`config.mk`:
```
export PLATFORM = sky130hd
export DESIGN_NAME = run_detector
export DESIGN_NICKNAME = d
export VERILOG_FILES = /design/src/rtl/run_detector.sv
export SDC_FILE = /design/constraint.sdc
export NUM_CORES = 1
export LEC_CHECK = 0
export ABC_AREA = 1
export CORE_UTILIZATION = 47
export CTS_BUF_LIST = sky130_fd_sc_hd__clkbuf_16
export DETAILED_ROUTE_END_ITERATION = 12
export GPL_TIMING_DRIVEN = 0
export PLACE_DENSITY_LB_ADDON = 0.3
export SLEW_MARGIN = 20
export SYNTH_ARGS = -nofsm -noshare
export SYNTH_HDL_FRONTEND = slang
export SYNTH_SLANG_ARGS = --single-unit
export TNS_END_PERCENT = 50
```
`constraint.sdc`:
```
create_clock -name clk -period 1.68 [get_ports clk]
set_input_delay 0.252 -clock clk [delete_from_list [all_inputs] [get_ports clk]]
set_output_delay 0.252 -clock clk [all_outputs]
set_load 0.02 [all_outputs]
```
`src/rtl/run_detector.sv`:
```
// Serial run detector: flags RUN_LEN consecutive equal samples of w,
// with sticky or non-overlapping restart and a saturating detection count.
module run_detector #(
  parameter  int RUN_LEN = 4,
  parameter  int CNT_W   = 8,
  localparam int LW      = $clog2(RUN_LEN + 1)
) (
  input  logic             clk,
  input  logic             aclr,
  input  logic             en,
  input  logic             w,
  input  logic             mode,
  input  logic             clr_cnt,
  output logic             z,
  output logic             z_val,
  output logic [1:0]       state,
  output logic [LW-1:0]    run_len,
  output logic [CNT_W-1:0] det_cnt
);

  typedef enum logic [1:0] {
    IDLE = 2'b00,
    RUN0 = 2'b01,
    RUN1 = 2'b10
  } state_t;

  localparam logic [LW-1:0]    FULL = LW'(RUN_LEN);
  localparam logic [LW-1:0]    ONE  = LW'(1);
  localparam logic [CNT_W-1:0] CMAX = '1;

  state_t           state_q, state_d;
  logic [LW-1:0]    len_q, len_d;
  logic [CNT_W-1:0] cnt_q, cnt_d;
  logic             in_run;
  logic             same;
  logic             hit;

  always_ff @(posedge clk or posedge aclr) begin
    if (aclr) begin
      state_q <= IDLE;
      len_q   <= '0;
      cnt_q   <= '0;
    end else begin
      state_q <= state_d;
      len_q   <= len_d;
      cnt_q   <= cnt_d;
    end
  end

  // The unused code 11 is not a run, so it restarts exactly like IDLE.
  always_comb begin
    in_run  = (state_q == RUN0) || (state_q == RUN1);
    same    = in_run && (w == (state_q == RUN1));
    state_d = state_q;
    len_d   = len_q;
    hit     = 1'b0;
    if (en) begin
      if (!same) begin
        state_d = w ? RUN1 : RUN0;
        len_d   = ONE;
      end else if (len_q < FULL) begin
        len_d = len_q + ONE;
        hit   = (len_q == FULL - ONE);
      end else if (mode) begin
        len_d = ONE;
      end
    end
  end

  always_comb begin
    cnt_d = cnt_q;
    if (clr_cnt) begin
      cnt_d = '0;
    end else if (hit && (cnt_q != CMAX)) begin
      cnt_d = cnt_q + 1'b1;
    end
  end

  assign z       = ((state_q == RUN0) || (state_q == RUN1)) && (len_q == FULL);
  assign z_val   = (state_q == RUN1);
  assign state   = state_q;
  assign run_len = len_q;
  assign det_cnt = cnt_q;

endmodule

```
After elaboration in Yosys (flattened, before gate mapping)
Cells that the tools add are included.
{"block": "classes", "addsub": 2, "n_lt_le_gt_ge": 1, "n_eq_ne": 7, "n_mux": 9, "n_bitwise": 1, "n_reduce_logical": 7}
{"cell": "$mux 8", "count": 2}
{"cell": "$mux 3", "count": 3}
{"cell": "$add 8x1->8 const B", "count": 1}
{"cell": "$ne 8x8->1 const B", "count": 1}
{"cell": "$reduce_and 2->1", "count": 2}
{"cell": "$add 3x1->3 const B", "count": 1}
{"cell": "$eq 3x2->1 const B", "count": 1}
{"cell": "$eq 3x3->1 const B", "count": 1}
{"cell": "$logic_and 1x1->1", "count": 3}
{"cell": "$lt 3x3->1 const B", "count": 1}
{"cell": "$mux 1", "count": 3}
{"cell": "$ne 3x2->1 const B", "count": 1}
{"cell": "$eq 2x1->1 const B", "count": 1}
{"cell": "$eq 2x2->1 const B", "count": 1}
{"cell": "$mux 2", "count": 1}
{"cell": "$reduce_bool 2->1", "count": 1}
{"cell": "$eq 1x1->1", "count": 1}
{"cell": "$logic_or 1x1->1", "count": 1}
{"cell": "$not 1->1", "count": 1}
{"block": "word_totals", "regBits": 13, "inputBits": 6, "output_inout_bits": 15}

Longest topological paths before layout
{"block": "depth", "word_depth": 8, "depth_mapped": 9}

Least setup slack after synthesis
No wires, ideal clock.
{"block": "synth_timing", "path_kind": "register to register", "from": "reg state_q[0], in the netlist state[0]", "to": "reg cnt_q[3], in the netlist det_cnt[3]", "setup_ns": 0.118, "arrival_time_ns": 1.529, "slack_ns": 0.033, "path_stages_with_launch": 10, "path_buffers": 0, "period_less_slack_ns": 1.647, "path_cell_list": "dfrtp_1 > inv_1 > ha_1 > inv_1 > nand2_1 > nand3b_2 > nor2_1 > nand3_2 > nand3_1 > nand2_1"}
{"block": "synth_via", "elab_chain_cells": 7, "elab_cells_between_ends": 9, "cone_classes": "eq/ne (3); mux (2); reduce/logical (4)"}
{"element": "start, declared", "line": "31", "text": "state_t state_q, state_d;"}
{"element": "start signal, assigned", "line": "44", "text": "state_q <= state_d;"}
{"element": "$eq 2x2->1 *"}
{"element": "named net z_val", "line": "15", "text": "output logic z_val,"}
{"element": "$eq 1x1->1 or $logic_or 1x1->1 (tied branches)", "line": "53, 52"}
{"element": "$logic_and 1x1->1 *", "line": "53", "text": "same = in_run && (w == (state_q == RUN1));"}
{"element": "$mux 1 *", "line": "58", "text": "if (!same) begin"}
{"element": "$mux 1 *", "line": "57", "text": "if (en) begin"}
{"element": "$logic_and 1x1->1 *", "line": "74", "text": "end else if (hit && (cnt_q != CMAX)) begin"}
{"element": "$reduce_bool 2->1 (no line) *"}
{"element": "end signal, assigned", "line": "46", "text": "cnt_q <= cnt_d;"}
{"element": "end, declared", "line": "33", "text": "logic [CNT_W-1:0] cnt_q, cnt_d;"}
The timed path passes the listed nets; every way through them passes the cells marked *.
A chain may end at the register's enable or synchronous reset.

Worst setup path after layout
{"block": "layout_timing", "from": "reg len_q[2], in the netlist run_len[2]", "to": "out run_len[2]"}
{"element": "start, declared", "line": "32", "text": "logic [LW-1:0] len_q, len_d;"}
{"element": "start signal, assigned", "line": "45", "text": "len_q <= len_d;"}
{"element": "end, declared", "line": "17", "text": "output logic [LW-1:0] run_len,"}
No word-level cell between the ends.

==> parameters.txt <==
Parameter                              Value

Worst setup path
  Stages on worst setup path    1
  Path type of the worst setup path    register to output pin
  Sum of buffers and inverters on the critical path    1
  Cells on worst reg2reg path    7
  Start point of the critical path    run_len[2]
  Library cell contributing the largest single delay on the critical path    clkdlybuf4s50_1
  Register-to-register setup slack    110 ps
  Arrival time reported for the critical path endpoint    1350 ps
  Cell class contributing the biggest share of worst-path delay    buffers and inverters
  Worst reg2reg startpoint    state[0]
  Reg-to-reg critical path endpoint    det_cnt[0]
  Max stage delay on crit path    650 ps
  Highest net fanout along the worst path    6
  Critical Path End Type    output pin
  Type of element launching the critical path    register
  Ordered list of cells on the worst path    clkdlybuf4s50_1
  Setup crit end    run_len[2]
  Required @ worst endpoint    1430 ps

Finish
  Area growth syn-to-layout    38.8%
  Final antenna diode count    0
  Fin cells    148
  Area of the multi-input gates    420 um2
  Final Net Count    143
  Filler cell count    136
  Share of layout cells above drive strength 1    0.0909
  Area taken by flip-flops and latches    325 um2

STA
  Share of the clock period used by the worst path after layout    0.954
  Post-Route Setup TNS    0 ps
  Number of setup violations in the final report    0
  Peak Freq    624 MHz
  Total count of hold-check failures in the final report    0
  Worst slew margin relative to its limit    0.665
  Final Slew Violations    0
  Setup repair after global routing missed its margin    false
  Slew at the pin with the worst max-slew slack    502 ps
  Minimum clock period after layout    1600 ps
  Worst clock skew on the final layout    0.892 ps

Logic synthesis
  Area fraction in compound gates after synthesis    0.0516
  Post-synthesis share of cell area spent on xor and xnor gates    0.0329
  Largest area contributor in the synthesized netlist    dfrtp_1
  Fraction of post-synthesis cell area in the top cell type by area    0.407
  Number of different library cells in the post-synthesis netlist    20
  Sequential share of the synthesized area    0.407
  Synth Area in Simple Gates    0.357
  Post-Synthesis Cell Area    800 um2
  Most frequent cells after synthesis    29 x nand2_1, 18 x inv_1, 16 x nand3_1
  Ys async rst share    1.00
  Multiplexer share of the synthesized area    0
  Number of enable-type register cells in the synthesized netlist    0
  Synth Flop Type    dfrtp_1
  Dominant combinational cell family by area after synthesis    simple AND/OR/NAND/NOR gates
  Nets in the synthesized netlist    118
  Area contributors post-synth    dfrtp_1 41%, nand2_1 14%, nand3_1 10%
  Gate count after technology mapping    108
  Syn_area_per_cell    7.40 um2
  Most used standard cell by instance count after synthesis    nand2_1
  Number of flip-flops and latches in the synthesized netlist    13
  Yosys warning total    0
  Adder-Cell Fraction of Synth Area    0.0626

Drt
  Average wire length per cell after detail routing    11.6 um
  Average via count per standard cell    5.16
  Number of detailed-route iterations in the first pass    4
  Final ANT Viol Nets    0
  Post-route DRC    0
  Detailed-route via count    764
  Total wirelength of the detailed-routed design    1.72 mm
  Initial DRC count    7

Floorplan
  DIE AREA    0.00187 mm2
  I/O pin cnt    21
  Width of the die    43.2 um
  Number of placement rows    14
  CORE AREA    0.00154 mm2
  Overall die height    43.2 um
  Effective utilization at floorplan    0.519

GRT
  Pin count of the biggest net entering global routing    14
  Wire length of the first global-routing pass    3.09 mm
  GRT Total Usage    0.224
  Number of global-route vias before repair    741
  Global route total overflow    0
  Initial antenna violation count    0

Clock tree
  Number of CTS-inserted buffers    3
  Longest Clk Path Bufs    2
  TritonCTS Sinks    13
  Maximum level of the CTS H-tree    1
  Clock edge transition at the registers on the reported setup and hold paths    40 ps
  Cell chosen for the clock root    clkbuf_16
  Post-CTS setup-driven buffer insertion count    0
  CTS tree    built
  Latest clock arrival within the worst-skew pair    240 ps

Status
  Outcome    completed

Hold path
  Worst min path class    input pin to asynchronous set/reset pin

Power and ir drop
  Reported leakage power    0.597 nW
  Maximum VDD drop    0.673 mV
  P per Cell Area    1210 mW/mm2

Placed design
  # placed instances    144
  Number of input and output port buffers inserted    20
  Final GP Congestion    0.806
  Half-perimeter wire length after detailed placement    1.25 mm

Flow run
  Number of maximum-capacitance constraint violations    0
worst reg2reg max path, delay by kind of cell, from the launching register on:
kind,cells,cell delay (ps)
DFF,1,370
buffers and inverters,1,70
and+or+nand+nor,5,730
adders and majority gates,1,280
area by class of cell:
class	count	share of cell area
clock inverters	1	0.00338
well taps	16	0.0180
repair buffers	20	0.175
inverters	18	0.0609
plain buffers	1	0.00338
clock buffers	3	0.0676
flip-flops and latches	13	0.293
multi-input cells	76	0.379
flip-flops by register name, summed over array words and instances (netlist names):
register / cells
det_cnt: 8
run_len: 3
state: 2
routing by layer:
layer	track usage	vias up	part of all wire
li1	-	386	-
met1	0.259	349	0.42
met2	0.367	25	0.52
met3	0.0553	4	0.044
met4	0.133	0	0.015
met5	0	-	0
cell families (layout without fill, tap and decap cells):
family,after synthesis,in the layout
flip-flops,13,13
AO/OA/AOI/OAI,7,7
AND/OR/NAND/NOR,62,62
XOR/XNOR,3,3
buffers and inverters,19,43
adder cells (fa/ha/maj),4,4
power by group:
part,switching (mW),total (mW),internal (mW)
Combinational,0.291,0.510,0.219
Sequential,0.0413,0.401,0.360
Clock,0.121,0.434,0.313
through the flow:
step / hold slack [ps] / setup WS (ps) / util / power, mW / area (um2)
floorplan: 129 / 33.1 / - / 0.710 / 800
global placement: 503 / 20.6 / 0.662 / 0.874 / 1020
detailed placement: 522 / -38.2 / 0.662 / 0.895 / 1020
CTS: 363 / 29.4 / 0.711 / 1.32 / 1100
global route: 404 / 9.02 / 0.720 / 1.44 / 1110
finish: 345 / 77.5 / 0.720 / 1.35 / 1110
how the worst min path moves through the flow:
stage	startpoint	end	depth (start not counted)
5_1_grt	aclr	det_cnt[1]	2
3_5_place_dp	state[1]	state[1]	1
2_1_floorplan	aclr	det_cnt[0]	1
4_1_cts	aclr	det_cnt[3]	2
3_3_place_gp	state[1]	state[1]	1
6_report	aclr	det_cnt[2]	2
timing repair:
action                     in CTS  in global routing
pin swaps                       0                  1
setup endpoints to repair       2                  9
cloned                          0                  0
hold endpoints to repair        0                  0
hold buffers                    0                  0
gates resized for setup         2                  6
layout by cell type, fill, tap and decap left out:
cell type        count
ha_2                 1
ha_1                 3
or2_0                1
clkbuf_1             1
inv_1               19
xor2_1               3
nand3_4              1
nand3_1             16
nor2_4               2
clkdlybuf4s50_1     18
clkbuf_16            3
nor2_2               1
nand4_1              1
nor2_1               8
dlygate4sd2_1        1
nor3_1               1
nand3b_2             1
a21oi_1              2
clkbuf_2             1
o21ai_2              1
o21a_1               1
dfrtp_1             13
nand2_1             29
o21ai_0              3
nand2_2              1
(Power assumes the default switching activity.)
